**config.mk**
```make
export PLATFORM = sky130hd
export DESIGN_NAME = pet_state_engine
export DESIGN_NICKNAME = d
export VERILOG_FILES = /design/src/rtl/pet_state_engine.sv
export SDC_FILE = /design/constraint.sdc
export NUM_CORES = 1
export LEC_CHECK = 0
export ABC_AREA = 1
export CAP_MARGIN = 20
export CORE_ASPECT_RATIO = 1.1
export CORE_MARGIN = 5
export CORE_UTILIZATION = 40
export DETAILED_ROUTE_END_ITERATION = 8
export PLACE_DENSITY_LB_ADDON = 0.1
export SYNTH_ARGS = -nofsm -noshare
export SYNTH_HDL_FRONTEND = slang
export SYNTH_SLANG_ARGS = --single-unit
```
**constraint.sdc**
```tcl
create_clock -name clk -period 2.9 [get_ports clk]
set_input_delay 0.435 -clock clk [delete_from_list [all_inputs] [get_ports clk]]
set_output_delay 0.435 -clock clk [all_outputs]
set_load 0.02 [all_outputs]
```
**src/rtl/pet_state_engine.sv**
```systemverilog
// Virtual-pet state engine: need levels with decay, request cooldown and mood FSM.
// Optional test mode (faster decay, toggled by `test`) is built only when PET_TEST_MODE_EN is defined.
module pet_state_engine #(
   parameter int NUM_NEEDS  = 5,
   parameter int DECAY_S    = 10,
   parameter int COOLDOWN_S = 3,
   parameter int CRIT_S     = 20,
   parameter int TEST_DIV   = 5
) (
   input  logic                   clk,
   input  logic                   rst,
   input  logic                   tick_1s,
   input  logic                   req_valid,
   input  logic [2:0]             req_state,
   input  logic                   req_up,
   input  logic                   req_down,
   input  logic                   test,
   output logic                   req_ready,
   output logic [3*NUM_NEEDS-1:0] levels,
   output logic [1:0]             mood,
   output logic                   test_mode
);

   typedef enum logic [1:0] {
      NORMAL   = 2'd0,
      ALERT    = 2'd1,
      CRITICAL = 2'd2,
      DEAD     = 2'd3
   } mood_t;

   localparam int DW          = $clog2(DECAY_S + 1);
   localparam int CW          = $clog2(COOLDOWN_S + 1);
   localparam int KW          = $clog2(CRIT_S + 1);
   localparam int TEST_PERIOD = (DECAY_S / TEST_DIV < 1) ? 1 : DECAY_S / TEST_DIV;
   localparam int FOOD        = 0;
   localparam int HEALTH      = (NUM_NEEDS > 4) ? 4 : NUM_NEEDS - 1;

   logic [2:0]    lvl_q [NUM_NEEDS];
   logic [2:0]    lvl_d [NUM_NEEDS];
   mood_t         mood_q, mood_d;
   logic [DW-1:0] dec_cnt_q;
   logic [DW-1:0] dec_last;
   logic [CW-1:0] cd_cnt_q;
   logic          cd_active_q;
   logic [KW-1:0] crit_cnt_q;
   logic          test_mode_q;
   logic          dead, accept, req_ok, eff_up, eff_down, decay_step;

   assign dead     = (mood_q == DEAD);
   assign accept   = req_valid && req_ready;
   assign req_ok   = accept && (req_up ^ req_down) && (int'(req_state) < NUM_NEEDS);
   assign eff_up   = req_ok && req_up;
   assign eff_down = req_ok && req_down;

`ifdef PET_TEST_MODE_EN
   always_ff @(posedge clk) begin
      if (rst)       test_mode_q <= 1'b0;
      else if (test) test_mode_q <= ~test_mode_q;
   end
   assign dec_last = test_mode_q ? DW'(TEST_PERIOD - 1) : DW'(DECAY_S - 1);
`else
   wire unused_test = test;
   assign test_mode_q = 1'b0;
   assign dec_last    = DW'(DECAY_S - 1);
`endif

   // >= rather than == so a test-mode toggle mid-period cannot skip past the terminal count
   assign decay_step = tick_1s && !dead && (dec_cnt_q >= dec_last);

   // Decay is applied before the request, so a coinciding up on level 0 still lands at 1
   always_comb begin
      logic [2:0] v;
      // NOTE: every always_comb output gets a default first so no path can infer a latch.
      v = '0;
      for (int i = 0; i < NUM_NEEDS; i++) begin
         v = lvl_q[i];
         if (decay_step && v != 3'd0) v = v - 3'd1;
         if (int'(req_state) == i) begin
            if (eff_up && v != 3'd7)   v = v + 3'd1;
            if (eff_down && v != 3'd0) v = v - 3'd1;
         end
         lvl_d[i] = v;
      end
   end

   // NOTE: the level array is a handful of flops, not a RAM, so it takes a real reset value.
   always_ff @(posedge clk) begin
      if (rst) begin
         for (int i = 0; i < NUM_NEEDS; i++) lvl_q[i] <= 3'd4;
      end else if (!dead) begin
         for (int i = 0; i < NUM_NEEDS; i++) lvl_q[i] <= lvl_d[i];
      end
   end

   always_ff @(posedge clk) begin
      if (rst) begin
         dec_cnt_q   <= '0;
         cd_active_q <= 1'b0;
         cd_cnt_q    <= '0;
         crit_cnt_q  <= '0;
      end else if (!dead) begin
         if (decay_step)   dec_cnt_q <= '0;
         else if (tick_1s) dec_cnt_q <= dec_cnt_q + 1'b1;

         if (eff_up) begin
            cd_active_q <= 1'b1;
            cd_cnt_q    <= '0;
         end else if (cd_active_q && tick_1s) begin
            if (cd_cnt_q == CW'(COOLDOWN_S - 1)) begin
               cd_active_q <= 1'b0;
               cd_cnt_q    <= '0;
            end else begin
               cd_cnt_q <= cd_cnt_q + 1'b1;
            end
         end

         if (mood_q != CRITICAL) crit_cnt_q <= '0;
         else if (tick_1s)       crit_cnt_q <= crit_cnt_q + 1'b1;
      end
   end

   // Mood FSM: state register
   always_ff @(posedge clk) begin
      if (rst) mood_q <= NORMAL;
      else     mood_q <= mood_d;
   end

   // Mood FSM: next state, derived from the current (registered) levels
   always_comb begin
      logic any_low;
      any_low = 1'b0;
      for (int i = 0; i < NUM_NEEDS; i++)
         if (lvl_q[i] <= 3'd2) any_low = 1'b1;

      mood_d = mood_q;
      if (mood_q == DEAD)
         mood_d = DEAD;
      else if (mood_q == CRITICAL && tick_1s && crit_cnt_q == KW'(CRIT_S - 1))
         mood_d = DEAD;
      else if (lvl_q[FOOD] == 3'd0 || lvl_q[HEALTH] == 3'd0)
         mood_d = CRITICAL;
      else if (any_low)
         mood_d = ALERT;
      else
         mood_d = NORMAL;
   end

   // Mood FSM: outputs
   always_comb begin
      levels = '0;
      for (int i = 0; i < NUM_NEEDS; i++) levels[3*i +: 3] = lvl_q[i];
      req_ready = !dead && !cd_active_q;
      mood      = mood_q;
      test_mode = test_mode_q;
   end

endmodule

```
# ---- After elaboration in Yosys (flattened, before gate mapping)
# Memory sizes are Yosys's and may differ from the RTL's.
# Cells that the tools add are included.
dict set report word_totals {
  mem_bits_rw 15
  wordCells 156
  inputBits 10
  output_inout_bits 19
  reg_bits 14
  mem_count 1
}
# name words width read_ports rd_ports_with_merged_regs wr line
set mem_list {}
lappend mem_list {lvl_q 5 3 5 0 5 38} ;# logic [2:0] lvl_q [NUM_NEEDS];
dict set report op_classes {
  addsub 18
  bitwise_logic 7
  eq_ne 14
  mux 54
  n_reduce_logical 50
  magnitude_cmp 7
}
# cell n
set ops {}
lappend ops {{3-bit two-way mux} 30}
lappend ops {{3-bit nonzero test} 10}
lappend ops {{3-bit by 1-bit subtractor with 3-bit output (second input constant)} 10}
lappend ops {{1-bit logical AND} 26}
lappend ops {{3-bit by 1-bit adder with 3-bit output (second input constant)} 5}
lappend ops {{3-bit by 2-bit <= comparator with 1-bit output (second input constant)} 5}
lappend ops {{3-bit inequality test (second input constant)} 5}
lappend ops {{1-bit two-way mux} 14}
lappend ops {{2-bit two-way mux} 6}
lappend ops {{5-bit two-way mux} 2}
lappend ops {{3-bit == test (second input constant)} 3}
lappend ops {{3-bit zero test} 3}
lappend ops {{4-bit two-way mux} 2}
lappend ops {{2-bit nonzero test} 4}
lappend ops {{2-bit == test (second input constant)} 3}
lappend ops {{2-bit AND reduction} 3}
lappend ops {{5-bit by 1-bit adder with 5-bit output (second input constant)} 1}
lappend ops {{5-bit == test (second input constant)} 1}
lappend ops {{1-bit OR} 5}
lappend ops {{4-bit by 1-bit adder with 4-bit output (second input constant)} 1}
lappend ops {{4-bit >= comparator (second input constant)} 1}
lappend ops {{3-bit by 2-bit == test with 1-bit output (second input constant)} 1}
lappend ops {{3-bit less-than comparator (second input constant)} 1}
lappend ops {{3-bit AND reduction} 1}
lappend ops {{other kinds (6)} 7}

# ---- Logic depth before layout (Yosys ltp)
dict set report logic_depth {
  word_depth 15
  depth_mapped 24
  mapped_depth_nobuf 23
}

# ---- Worst setup path after synthesis
# OpenSTA, ideal clock, no wires.
dict set report synth_path {
  path_kind {reg-to-reg}
  startpoint {reg dec_cnt_q[1]}
  endpoint {mem lvl_q[2][0], in the netlist lvl_q[0][6], data pin}
  setup_ns 0.249
  synth_period_minus_slack_ns 3.094
  path_buffers 1
  setup_slack_ns -0.194
  stages_incl_launch_ff 25
  required_time_ns 2.651
  arrival_time_ns 2.845
  path_cell_list {dfxtp_1 inv_1 ha_1 nor2_1 nand2_1 nand2_2 nor2_4 buf_6 nand2_4 or2_1 nand2_1 ha_1 ha_1 nor2_4 inv_2 nand3_1 nand2_1 ha_1 ha_1 nor2_2 inv_1 nand3_1 nand3_1 nand2_1 inv_1}
}
# item line
set synth_rtl {}
lappend synth_rtl {{start: declaration} 41} ;# logic [DW-1:0] dec_cnt_q;
lappend synth_rtl {{start signal: assignment} 103} ;# else if (tick_1s) dec_cnt_q <= dec_cnt_q + 1'b1;
lappend synth_rtl {{end: declaration} 38}

==> summary.txt <==
first-pass GRT wire length -> 13.4 mm
Syn Nets -> 460
routed length per instance -> 12.9 µm
width of the die -> 91.6 µm
Hold Path Sink -> crit_cnt_q[1]
Pwr Density -> 295 nW/µm²
failing checks -> negative setup slack
die height -> 99.8 µm
CTS Buf Count -> 5
min-delay src -> crit_cnt_q[1]
Gate Count Post-Synth -> 411
drt pass-1 iters -> 4
Setup violations, final -> 15
post-route ant nets -> 0
Post-Synthesis Cell Area -> 2930 µm²
min cycle time layout -> 3.07 ns
Initial Util -> 0.413
top cells by area, synth -> ha_1 17%, edfxtp_1 15%, nand2_1 13%
Top cell by count, worst path -> ha_4
maximum vdd drop -> 0.000188 V
final-layout fill cell count -> 593
leading area contributor after synthesis -> ha_1
Rows -> 32
clk sink count -> 29
hold buffers post-CTS -> 0
synthesized flop and latch total -> 29
register area -> 738 µm²
CTS Buffer Depth -> 2
First DRT Iteration DRCs -> 56
fraction of layout cells with a size suffix above 1 -> 0.469
Final WS setup -> -0.172 ns
Post-DP HPWL -> 5.87 mm
gr usage total -> 0.179
GRT overflow -> 0
Setup CP Type -> flop to flop
total routed wirelength -> 8.37 mm
Max Slew Vio Count -> 0
outcome -> complete, but fails checks
slowest CP cell -> dfxtp_2
clock input transition at the sequential cells of the worst setup and hold paths -> 0.07 ns
CP arrival -> 3.12 ns
# DRC -> 0
unrepaired setup endpoints after global routing -> true
Die ar. -> 9140 µm²
Req. time, crit path -> 2.95 ns
number of distinct library cells after synthesis -> 40
CTS root buffer -> clkbuf_8
FMAX -> 0.325 GHz
initial antenna violation count -> 0
Layout area overhead -> 65.8%
setup TNS -> -1.59 ns
number of H-tree levels -> 2
core area -> 7090 µm²
Pleak -> 2.27 nW
post-place setup slack -> -0.620 ns
post-layout net count -> 611
worst hold path type -> flop to flop
Worst setup EP type -> flop
Clock Skew -> 0.00516 ns
largest stage delay on the critical path -> 0.36 ns
Placer Congestion -> 0.880
Final Hold Vio Count -> 0
Placed Cells incl. Taps -> 607
R2R Path Start -> dec_cnt_q[1]
Port Buf Inserts -> 26
synthesized area per cell -> 7.13 µm²
Max transition margin -> 0.481
largest net degree at the start of global routing -> 16
R2R cell count -> 25
max cap viols -> 0
io pins -> 29
CP startpoint kind -> flop
total power -> 0.00143 W
commonest non-fill, non-tap cell in the layout -> buf_4
worst skew pair latency -> 0.29 ns
Avg Vias per Cell -> 4.86
hold path depth -> 2
Tcrit/Tclk final -> 1.06
worst slew pin tran -> 0.772 ns
Critical R2R Capture -> lvl_q[0][2]
CTS tree -> yes
ANT cells -> 0
Via Count -> 3148
commonest non-fill, non-tap cells in the layout -> 115 x buf_4, 81 x nand2_1, 49 x inv_1
crit-path max FO -> 7
warnings from Yosys -> 0
sequential area share after synthesis -> 0.249
footprint of the multi-input gates -> 2470 µm²
vias in the first global route -> 3120
top-area cell type share of the netlist area -> 0.167
Non-Filler Instances -> 648
r2r setup slk -> -0.17 ns
synth_stat cells (all sizes together):
| cell | instances |
|---|---|
| a21boi | 5 |
| xnor2 | 5 |
| a31oi | 2 |
| conb | 1 |
| inv | 68 |
| o22ai | 1 |
| a22oi | 1 |
| edfxtp | 15 |
| nand3 | 38 |
| a21oi | 19 |
| nor3 | 5 |
| buf | 2 |
| o31ai | 1 |
| nand2 | 116 |
| xor2 | 2 |
| clkbuf | 1 |
| o21ai | 28 |
| nor2 | 31 |
| o211ai | 1 |
| ha | 39 |
| or2 | 11 |
| dfxtp | 14 |
| nor3b | 1 |
| nand4 | 4 |
layout make-up:
cell class | count | area share
Clock buffer | 6 | 0.0149
Inverter | 68 | 0.0541
Sequential cell | 29 | 0.152
Tap cell | 85 | 0.0219
Multi-Input combinational cell | 311 | 0.508
Clock inverter | 2 | 0.00206
Timing Repair Buffer | 147 | 0.247
how the worst max path moves through the flow:
| stage | start | end | slack, ns | cells past startpoint |
|---|---|---|---|---|
| 3_3_place_gp | tick_1s | lvl_q[0][6] | -0.61 | 21 |
| 2_1_floorplan | dec_cnt_q[1] | lvl_q[0][6] | -0.06 | 24 |
| 5_1_grt | dec_cnt_q[1] | lvl_q[0][2] | -0.33 | 25 |
| 4_1_cts | dec_cnt_q[1] | lvl_q[0][7] | -0.20 | 24 |
| 6_report | dec_cnt_q[1] | lvl_q[0][2] | -0.17 | 25 |
| 3_5_place_dp | tick_1s | lvl_q[0][6] | -0.62 | 21 |
metrics by stage:
stage	util	area, µm²	hold slack [ns]
2_1_floorplan	-	3050	0.456
3_3_place_gp	0.572	4060	0.472
3_5_place_dp	0.572	4060	0.480
4_1_cts	0.634	4490	0.491
5_1_grt	0.685	4860	0.532
6_report	0.685	4860	0.487
what timing repair did:
action	CTS	global route
resized for setup	45	59
pin swaps	36	44
gates cloned	0	0
endpoints found under the setup margin	15	15
buffers inserted	21	13
power by group:
group | internal [W] | total (W) | leakage, nW | switching, W
Clock | 0.000166 | 0.000347 | 0.0450 | 0.000180
Combinational | 0.000308 | 0.000616 | 1.95 | 0.000308
Sequential | 0.000455 | 0.000470 | 0.279 | 0.0000154
Total | 0.000929 | 0.00143 | 2.27 | 0.000503
flip-flops by register name, indices dropped and copies added (netlist names):
register and count:
dec_cnt_q 4, crit_cnt_q 5, cd_active_q 1, cd_cnt_q 2, lvl_q 15, mood 2
worst max-delay path, delay by kind of cell, from the launching register on:
family,cells,cell delay [ns]
adders and majority gates,5,0.73
buffers and inverters,7,0.66
DFF,1,0.36
and+or+nand+nor,13,1.10
layer usage:
| metal | wire, µm | global-route usage | share of wire | vias up |
|---|---|---|---|---|
| li1 | - | - | - | 1632 |
| met1 | 3510 | 0.207 | 0.42 | 1459 |
| met2 | 4450 | 0.332 | 0.53 | 41 |
| met3 | 237 | 0.0280 | 0.028 | 16 |
| met4 | 171 | 0.0592 | 0.020 | 0 |
| met5 | 0 | 0 | 0 | - |
kinds of logic after synthesis:
logic type | after synthesis | share of synthesized area
simple gates | 206 | 0.348
other cells | 1 | 0.00128
fa+ha+maj | 39 | 0.167
buf+inv | 71 | 0.0948
flops | 29 | 0.249
compound gates | 58 | 0.119
xor+xnor | 7 | 0.0209
No activity file was read; power rests on OpenSTA's default activity.
